==> src/rtl/uart_rx_core.sv <==
// uart_rx_core
// UART 8N1 receive engine. The asynchronous rxd line is synchronised and
// edge-detected. Bit timing comes from a counter that restarts on every
// start-bit falling edge, so each bit is sampled in its middle.
//
// Parameters:
//   CLK_FREQ   system clock frequency in Hz
//   BAUD_RATE  line rate in bit/s (CLK_FREQ/BAUD_RATE must be >= 4)
// Ports:
//   clk        system clock, rising edge
//   rst_n      asynchronous active-low reset
//   uart_en    receiver enable; low forces IDLE and drops any frame in flight
//   rxd        serial line, idle high
//   rx_data    last correctly received byte, held between frames
//   rx_valid   one-cycle strobe, rx_data updated this cycle
//   frame_err  one-cycle strobe, stop bit was sampled low
//   rx_busy    high while a frame is being received
module uart_rx_core #(
  parameter int CLK_FREQ  = 50_000_000,
  parameter int BAUD_RATE = 9600
) (
  input  logic       clk,
  input  logic       rst_n,
  input  logic       uart_en,
  input  logic       rxd,
  output logic [7:0] rx_data,
  output logic       rx_valid,
  output logic       frame_err,
  output logic       rx_busy
);

  localparam int BIT_CNT = CLK_FREQ / BAUD_RATE;
  localparam int HALF    = BIT_CNT / 2;
  localparam int CW      = $clog2(BIT_CNT);

  localparam logic [CW-1:0] CNT_HALF_LAST = CW'(HALF - 1);
  localparam logic [CW-1:0] CNT_BIT_LAST  = CW'(BIT_CNT - 1);

  typedef enum logic [1:0] {
    IDLE  = 2'd0,
    START = 2'd1,
    DATA  = 2'd2,
    STOP  = 2'd3
  } state_t;

  // Stage 0/1: metastability synchroniser. Stage 2: delayed copy for edge
  // detection. All stages reset to the idle-line level so reset release on
  // a high line creates no spurious edge.
  logic [2:0] sync_reg;

  genvar gi;
  generate
    for (gi = 0; gi < 3; gi++) begin : g_sync
      if (gi == 0) begin : g_first
        always_ff @(posedge clk or negedge rst_n) begin
          if (!rst_n) sync_reg[gi] <= 1'b1;
          else        sync_reg[gi] <= rxd;
        end
      end else begin : g_next
        always_ff @(posedge clk or negedge rst_n) begin
          if (!rst_n) sync_reg[gi] <= 1'b1;
          else        sync_reg[gi] <= sync_reg[gi-1];
        end
      end
    end
  endgenerate

  logic rxd_sync;
  logic fall_edge;
  assign rxd_sync  = sync_reg[1];
  assign fall_edge = !sync_reg[1] && sync_reg[2];

  state_t        state_reg, state_next;
  logic [CW-1:0] cnt_reg,   cnt_next;
  logic [2:0]    idx_reg,   idx_next;
  logic [7:0]    shift_reg, shift_next;
  logic [7:0]    data_reg,  data_next;
  logic          valid_reg, valid_next;
  logic          ferr_reg,  ferr_next;

  always_ff @(posedge clk or negedge rst_n) begin
    if (!rst_n) begin
      state_reg <= IDLE;
      cnt_reg   <= '0;
      idx_reg   <= '0;
      shift_reg <= '0;
      data_reg  <= '0;
      valid_reg <= 1'b0;
      ferr_reg  <= 1'b0;
    end else begin
      state_reg <= state_next;
      cnt_reg   <= cnt_next;
      idx_reg   <= idx_next;
      shift_reg <= shift_next;
      data_reg  <= data_next;
      valid_reg <= valid_next;
      ferr_reg  <= ferr_next;
    end
  end

  always_comb begin
    state_next = state_reg;
    cnt_next   = cnt_reg;
    idx_next   = idx_reg;
    shift_next = shift_reg;
    data_next  = data_reg;
    valid_next = 1'b0;
    ferr_next  = 1'b0;

    if (!uart_en) begin
      // Disabled: abandon any frame silently and ignore the line.
      state_next = IDLE;
      cnt_next   = '0;
      idx_next   = '0;
      shift_next = '0;
    end else begin
      case (state_reg)
        IDLE: begin
          cnt_next = '0;
          idx_next = '0;
          if (fall_edge) state_next = START;
        end

        START: begin
          // Half a bit in: a real start bit is still low, a glitch is not.
          if (cnt_reg == CNT_HALF_LAST) begin
            cnt_next   = '0;
            state_next = rxd_sync ? IDLE : DATA;
          end else begin
            cnt_next = cnt_reg + CW'(1);
          end
        end

        DATA: begin
          if (cnt_reg == CNT_BIT_LAST) begin
            cnt_next   = '0;
            shift_next = {rxd_sync, shift_reg[7:1]};  // LSB arrives first
            if (idx_reg == 3'd7) begin
              idx_next   = '0;
              state_next = STOP;
            end else begin
              idx_next = idx_reg + 3'd1;
            end
          end else begin
            cnt_next = cnt_reg + CW'(1);
          end
        end

        STOP: begin
          // Leave right after the mid-bit sample so a start edge that
          // follows with no idle gap is still seen from IDLE.
          if (cnt_reg == CNT_BIT_LAST) begin
            cnt_next   = '0;
            state_next = IDLE;
            if (rxd_sync) begin
              data_next  = shift_reg;
              valid_next = 1'b1;
            end else begin
              ferr_next = 1'b1;
            end
          end else begin
            cnt_next = cnt_reg + CW'(1);
          end
        end

        default: begin
          state_next = IDLE;
          cnt_next   = '0;
          idx_next   = '0;
        end
      endcase
    end
  end

  assign rx_data   = data_reg;
  assign rx_valid  = valid_reg;
  assign frame_err = ferr_reg;
  assign rx_busy   = (state_reg != IDLE);

endmodule

==> config.mk <==
export PLATFORM = sky130hd
export DESIGN_NAME = uart_rx_core
export DESIGN_NICKNAME = d
export VERILOG_FILES = /design/src/rtl/uart_rx_core.sv
export SDC_FILE = /design/constraint.sdc
export NUM_CORES = 1
export LEC_CHECK = 0
export ABC_AREA = 1
export BUFFER_PORTS_ARGS = -buffer_cell sky130_fd_sc_hd__buf_2
export CELL_PAD_IN_SITES_DETAIL_PLACEMENT = 0
export CELL_PAD_IN_SITES_GLOBAL_PLACEMENT = 1
export CORE_MARGIN = 3
export CORE_UTILIZATION = 27
export DETAILED_ROUTE_END_ITERATION = 8
export PLACE_DENSITY_LB_ADDON = 0.12
export RECOVER_POWER = 100
export SETUP_SLACK_MARGIN = 0.4
export SLEW_MARGIN = 20
export SYNTH_ARGS = -nofsm -noshare
export SYNTH_HDL_FRONTEND = slang
export SYNTH_SLANG_ARGS = --single-unit
==> constraint.sdc <==
create_clock -name clk -period 2 [get_ports clk]
set_input_delay 0.1 -clock clk [delete_from_list [all_inputs] [get_ports clk]]
set_output_delay 0.1 -clock clk [all_outputs]
set_load 0.05 [all_outputs]
=== Word-level counts from Yosys, hierarchy flattened ===
Index checks and enable logic that the tools add are counted.

* Flip-flop bits (word level): 39
* Latch bits: 0
* Bits in writable memories: 0
* Memory bits (read-only): 0
* Input port bits: 4
* Word-level logic and storage cells: 62
* Memories kept: 0

* Add/subtract/negate cells: 2
* $mul: 0
* Div/mod/pow operators: 0
* Order comparisons: 0
* Equal/unequal tests: 14
* Shift-type cells: 0
* Mux-type cells: 27
* Bitwise operators: 0
* Reduce and logical (&&, ||, !) cells: 9

{| class="wikitable"
|+ Operators by type and width
! kind !! count
|-
| $mux 13 || 3
|-
| $pmux 13 s3 || 1
|-
| $mux 8 || 3
|-
| $ne 3x3->1 const B || 5
|-
| $mux 2 || 7
|-
| $add 13x1->13 const B || 1
|-
| $eq 13x12->1 const B || 1
|-
| $eq 13x13->1 const B || 1
|-
| $mux 3 || 3
|-
| $mux 1 || 8
|-
| $pmux 2 s4 || 1
|-
| $pmux 3 s2 || 1
|-
| $reduce_and 5->1 || 1
|-
| $eq 2x2->1 const B || 2
|-
| $ne 2x1->1 const B || 2
|-
| $reduce_and 2->1 || 2
|-
| $reduce_and 4->1 || 1
|-
| $add 3x1->3 const B || 1
|-
| $eq 3x3->1 const B || 1
|-
| $ne 3x1->1 const B || 1
|-
| $eq 2x1->1 const B || 1
|-
| $logic_not 2->1 || 1
|-
| $reduce_bool 2->1 || 1
|-
| $reduce_or 2->1 || 1
|-
| 2 further kinds || 2
|}

=== Depth between registers and ports, before layout ===
* Word-level depth: 5
* Depth in mapped cells: 9
* Depth with buffers taken out: 9

=== Worst setup path before layout ===
No wires, ideal clock.

* Path kind: reg-to-reg
* Start: register cnt_reg[0]
* End: register cnt_reg[11]
* Library setup time: 0.118 ns
* Arrival: 1.356 ns
* Required time: 1.882 ns
* Slack: 0.526 ns
* Cell stages (with the launch flop): 10
* Period minus slack after synthesis: 1.474 ns
* Cell sequence: dfrtp_1 ha_1 nand2_1 nor2_1 nand3_2 nand2_1 nand2_1 nand2_1 buf_4 nor2_1

* Longest elaborated chain between the ends: 4
* Elaborated cells between the ends (all ways): 7

{| class="wikitable"
|+ Ends and longest elaborated chain
! element !! line !! RTL
|-
| start, declared || 74 || <nowiki>logic [CW-1:0] cnt_reg, cnt_next;</nowiki>
|-
| start signal, assigned || 92 || <nowiki>cnt_reg <= cnt_next;</nowiki>
|-
| $add 13x1->13 (tied with other cells) || 130, 145, 162 ||
|-
| $mux 13 (on tied branches) || 135, 152, 126 ||
|-
| $pmux 13 s3 (*) || 117 || <nowiki>case (state_reg)</nowiki>
|-
| $mux 13 (*) || 110 || <nowiki>if (!uart_en) begin</nowiki>
|-
| via cnt_next[11] || 74 ||
|}

The timed path passes the listed nets; every way through them passes the cells marked *.
A chain may end at the register's enable or synchronous reset.

=== Worst setup path in the final report ===
* Start: register cnt_reg[5]
* End: register idx_reg[2]

* Longest elaborated chain between the ends: 3

{| class="wikitable"
|+ Ends and longest elaborated chain
! element !! line !! RTL
|-
| $eq 13x13->1 || 135 || <nowiki>if (cnt_reg == CNT_BIT_LAST) begin</nowiki>
|-
| $ne 3x3->1 (no line) || - ||
|-
| $reduce_and 2->1 (no line) || - ||
|-
| end signal, assigned || 93 || <nowiki>idx_reg <= idx_next;</nowiki>
|-
| end, declared || 75 || <nowiki>logic [2:0] idx_reg, idx_next;</nowiki>
|}

No other way between the ends.

==> results.sh <==
export IMPL_yosysUniqueCellTypes=22
export IMPL_die_area_um2=8090
export IMPL_die_width_um=89.9
export IMPL_worstPathMaxFanout=6
export IMPL_synth_top_area_share=0.474
export IMPL_dp_hpwl_mm=2.97
export IMPL_synth_top_cells_by_area="dfrtp_1, nand2_1, nor2_1"
export IMPL_timing_slew_headroom=0.558
export IMPL_start_util=0.290
export IMPL_layout_drive_gt1_share=0.159
export IMPL_place_port_buffers=14
export IMPL_path_cells="inv_1, nand2_1, nor2_1, nand3_4, a21oi_1, clkbuf_1, nand3_1, o21ai_0"
export IMPL_crit_arrival_ps=1810
export IMPL_via_count=1523
export IMPL_track_usage=0.113
export IMPL_worst_pin_slew_ps=662
export IMPL_cts_sinks=39
export IMPL_yosysSeqAreaShare=0.515
export IMPL_grt_overflow_total=0
export IMPL_cp_num_buf_inv=2
export IMPL_crit_family="simple AND/OR/NAND/NOR gates"
export IMPL_post_route_period_util=0.803
export IMPL_final_antenna_net_count=0
export IMPL_syn_inst=241
export IMPL_syn_to_final_growth_pct=23.7
export IMPL_final_common_cell="nand2_1"
export IMPL_power_density_nw_per_um2=849
export IMPL_finalSetupViolations=0
export IMPL_clockBufferDepth=2
export IMPL_die_h_um=89.9
export IMPL_ctsHtreeMaxLevel=2
export IMPL_cts_root_buffer="clkbuf_8"
export IMPL_status="completed"
export IMPL_critPathMaxStageDelay_ps=450
export IMPL_finalCriticalPeriod_ps=1610
export IMPL_final_max_slew_viol_count=0
export IMPL_drt_pass1_iterations=4
export IMPL_hold_viol=0
export IMPL_clk_pin_slew_worst_paths_ps=90
export IMPL_start_kind="register"
export IMPL_cts_tree="done"
export IMPL_maxCapViolCount=0
export IMPL_endpoint_kind="register"
export IMPL_avgSynthCellArea_um2=7.89
export IMPL_hold_path_class="in -> reg"
export IMPL_tns_ps=0
export IMPL_cp_slowest_cell="dfrtp_2"
export IMPL_io_pins=15
export IMPL_first_global_vias=1530
export IMPL_antenna_found_initial=0
export IMPL_initialDrtViolationCount=73
export IMPL_setup_worst_path_class="reg -> reg"
export IMPL_irDropWorstVdd_mv=0.255
export IMPL_largest_register_ffs=13
export IMPL_synth_nets=248
export IMPL_post_place_cells=351
export IMPL_drc=0
export IMPL_synth_warnings=0
export IMPL_final_cell_count_no_fill=370
export IMPL_final_cell_mix="nand2_1, dfrtp_1, nor2_1, inv_1, clkbuf_1"
export IMPL_fmax_mhz=623
export IMPL_fp_row_count=29
export IMPL_finalClockSkew_ps=7.64
export IMPL_crit_required_ps=2200
export IMPL_wl_per_cell_um=11.7
export IMPL_grt_max_degree=17
export IMPL_p_leak_nw=1.18
export IMPL_viasPerCell=4.12
export IMPL_nets=283
export IMPL_yosys_area_top_type="dfrtp_1"
export IMPL_routed_wl_mm=4.34
export IMPL_place_congestion=0.792
export IMPL_core_um2=6570
export IMPL_antenna_cells=0
export IMPL_grt_pass1_wl_mm=7.27
export IMPL_cts_buffers=5
export IMPL_ys_seq_elements=39
export IMPL_netlist_area_um2=1900
export IMPL_rsz0062_at_grt="yes"
export IMPL_clock_latency_ps=290
[cell type report]
| type | count | area [um^2] |
|---|---|---|
| fill | 733 | 4220 |
| sequential | 39 | 982 |
| multi-input combinational | 167 | 840 |
| timing repair buffer | 29 | 174 |
| inverter | 34 | 128 |
| tap | 93 | 116 |
| clock buffer | 5 | 68.8 |
| clock inverter | 3 | 43.8 |
[synth_stat cells]
master	number
nand2_1	85
dfrtp_1	36
nor2_1	33
inv_1	31
nand3_1	12
xor2_1	10
o21ai_0	6
dfstp_2	3
ha_1	3
inv_2	3
nand4_1	3
nor2_4	3
nor3_1	3
or2_0	2
a21oi_1	1
a21oi_2	1
buf_4	1
clkbuf_1	1
nand2_2	1
nand3_2	1
nor3b_1	1
o31ai_1	1
[worst reg2reg max path: stages, from the launching register on]
cell and delay [ps]:
dfrtp_2 450, inv_1 80, nand2_1 60, nor2_1 190, nand3_4 140, a21oi_1 150
clkbuf_1 250, nand3_1 100, o21ai_0 90
[per-stage QoR]
| step | setup WS (ps) | utilization | hold slack (ps) | area [um^2] | total power [W] |
|---|---|---|---|---|---|
| after CTS | 411 | 0.351 | 211 | 2310 | 0.00199 |
| after floorplan | 526 | - | -196 | 1900 | 0.00116 |
| final | 395 | 0.358 | 282 | 2350 | 0.00200 |
| after global routing | 193 | 0.358 | 292 | 2350 | 0.00214 |
| after global placement | 334 | 0.322 | 5.84 | 2110 | 0.00129 |
| after detailed placement | 292 | 0.322 | 4.44 | 2110 | 0.00128 |
[layer usage]
layer | wire length (um) | track usage
met5 | 0 | 0
met4 | 81 | 0.0472
met3 | 117 | 0.0309
met2 | 1850 | 0.167
met1 | 2290 | 0.155
[repair_timing]
action | in CTS | in global routing
setup endpoints to repair | 31 | 35
pin swaps | 4 | 3
buffers inserted | 3 | 4
endpoints found under the hold margin | 12 | 0
gates cloned | 1 | 1
hold buffers | 2 | 0
gates resized for setup | 7 | 19
[power breakdown]
part / leakage, nW / internal (W) / switching (W) / total (W)
clock network: 0.0581 / 0.000372 / 0.000299 / 0.000671
logic: 0.595 / 0.000153 / 0.000273 / 0.000426
registers: 0.526 / 0.000836 / 0.0000636 / 0.000900
total: 1.18 / 0.00136 / 0.000636 / 0.00200
[path summary, 6_finish.rpt]
| check | start | to | slack [ps] | cells after the start |
|---|---|---|---|---|
| worst min register to register | sync_reg[0] | rxd_sync | 370 | 0 |
| worst max-delay path | cnt_reg[5] | idx_reg[2] | 390 | 8 |
| worst max register to register | cnt_reg[5] | idx_reg[2] | 390 | 8 |
| max in group asynchronous | rst_n | cnt_reg[5] | 620 | 3 |
| worst min-delay path | uart_en | shift_reg[0] | 280 | 5 |
| min in group asynchronous | rst_n | frame_err | 340 | 2 |
[cells by family (layout without fill, tap and decap cells)]
logic type      after synthesis  after routing  share of synthesized area
compound gates                9              9                     0.0270
xor+xnor                     10             10                     0.0461
fa+ha+maj                     3              3                     0.0197
buf+inv                      36             71                     0.0730
flops                        39             39                      0.515
simple gates                144            145                      0.319
Power figures use the tool's default switching activity.
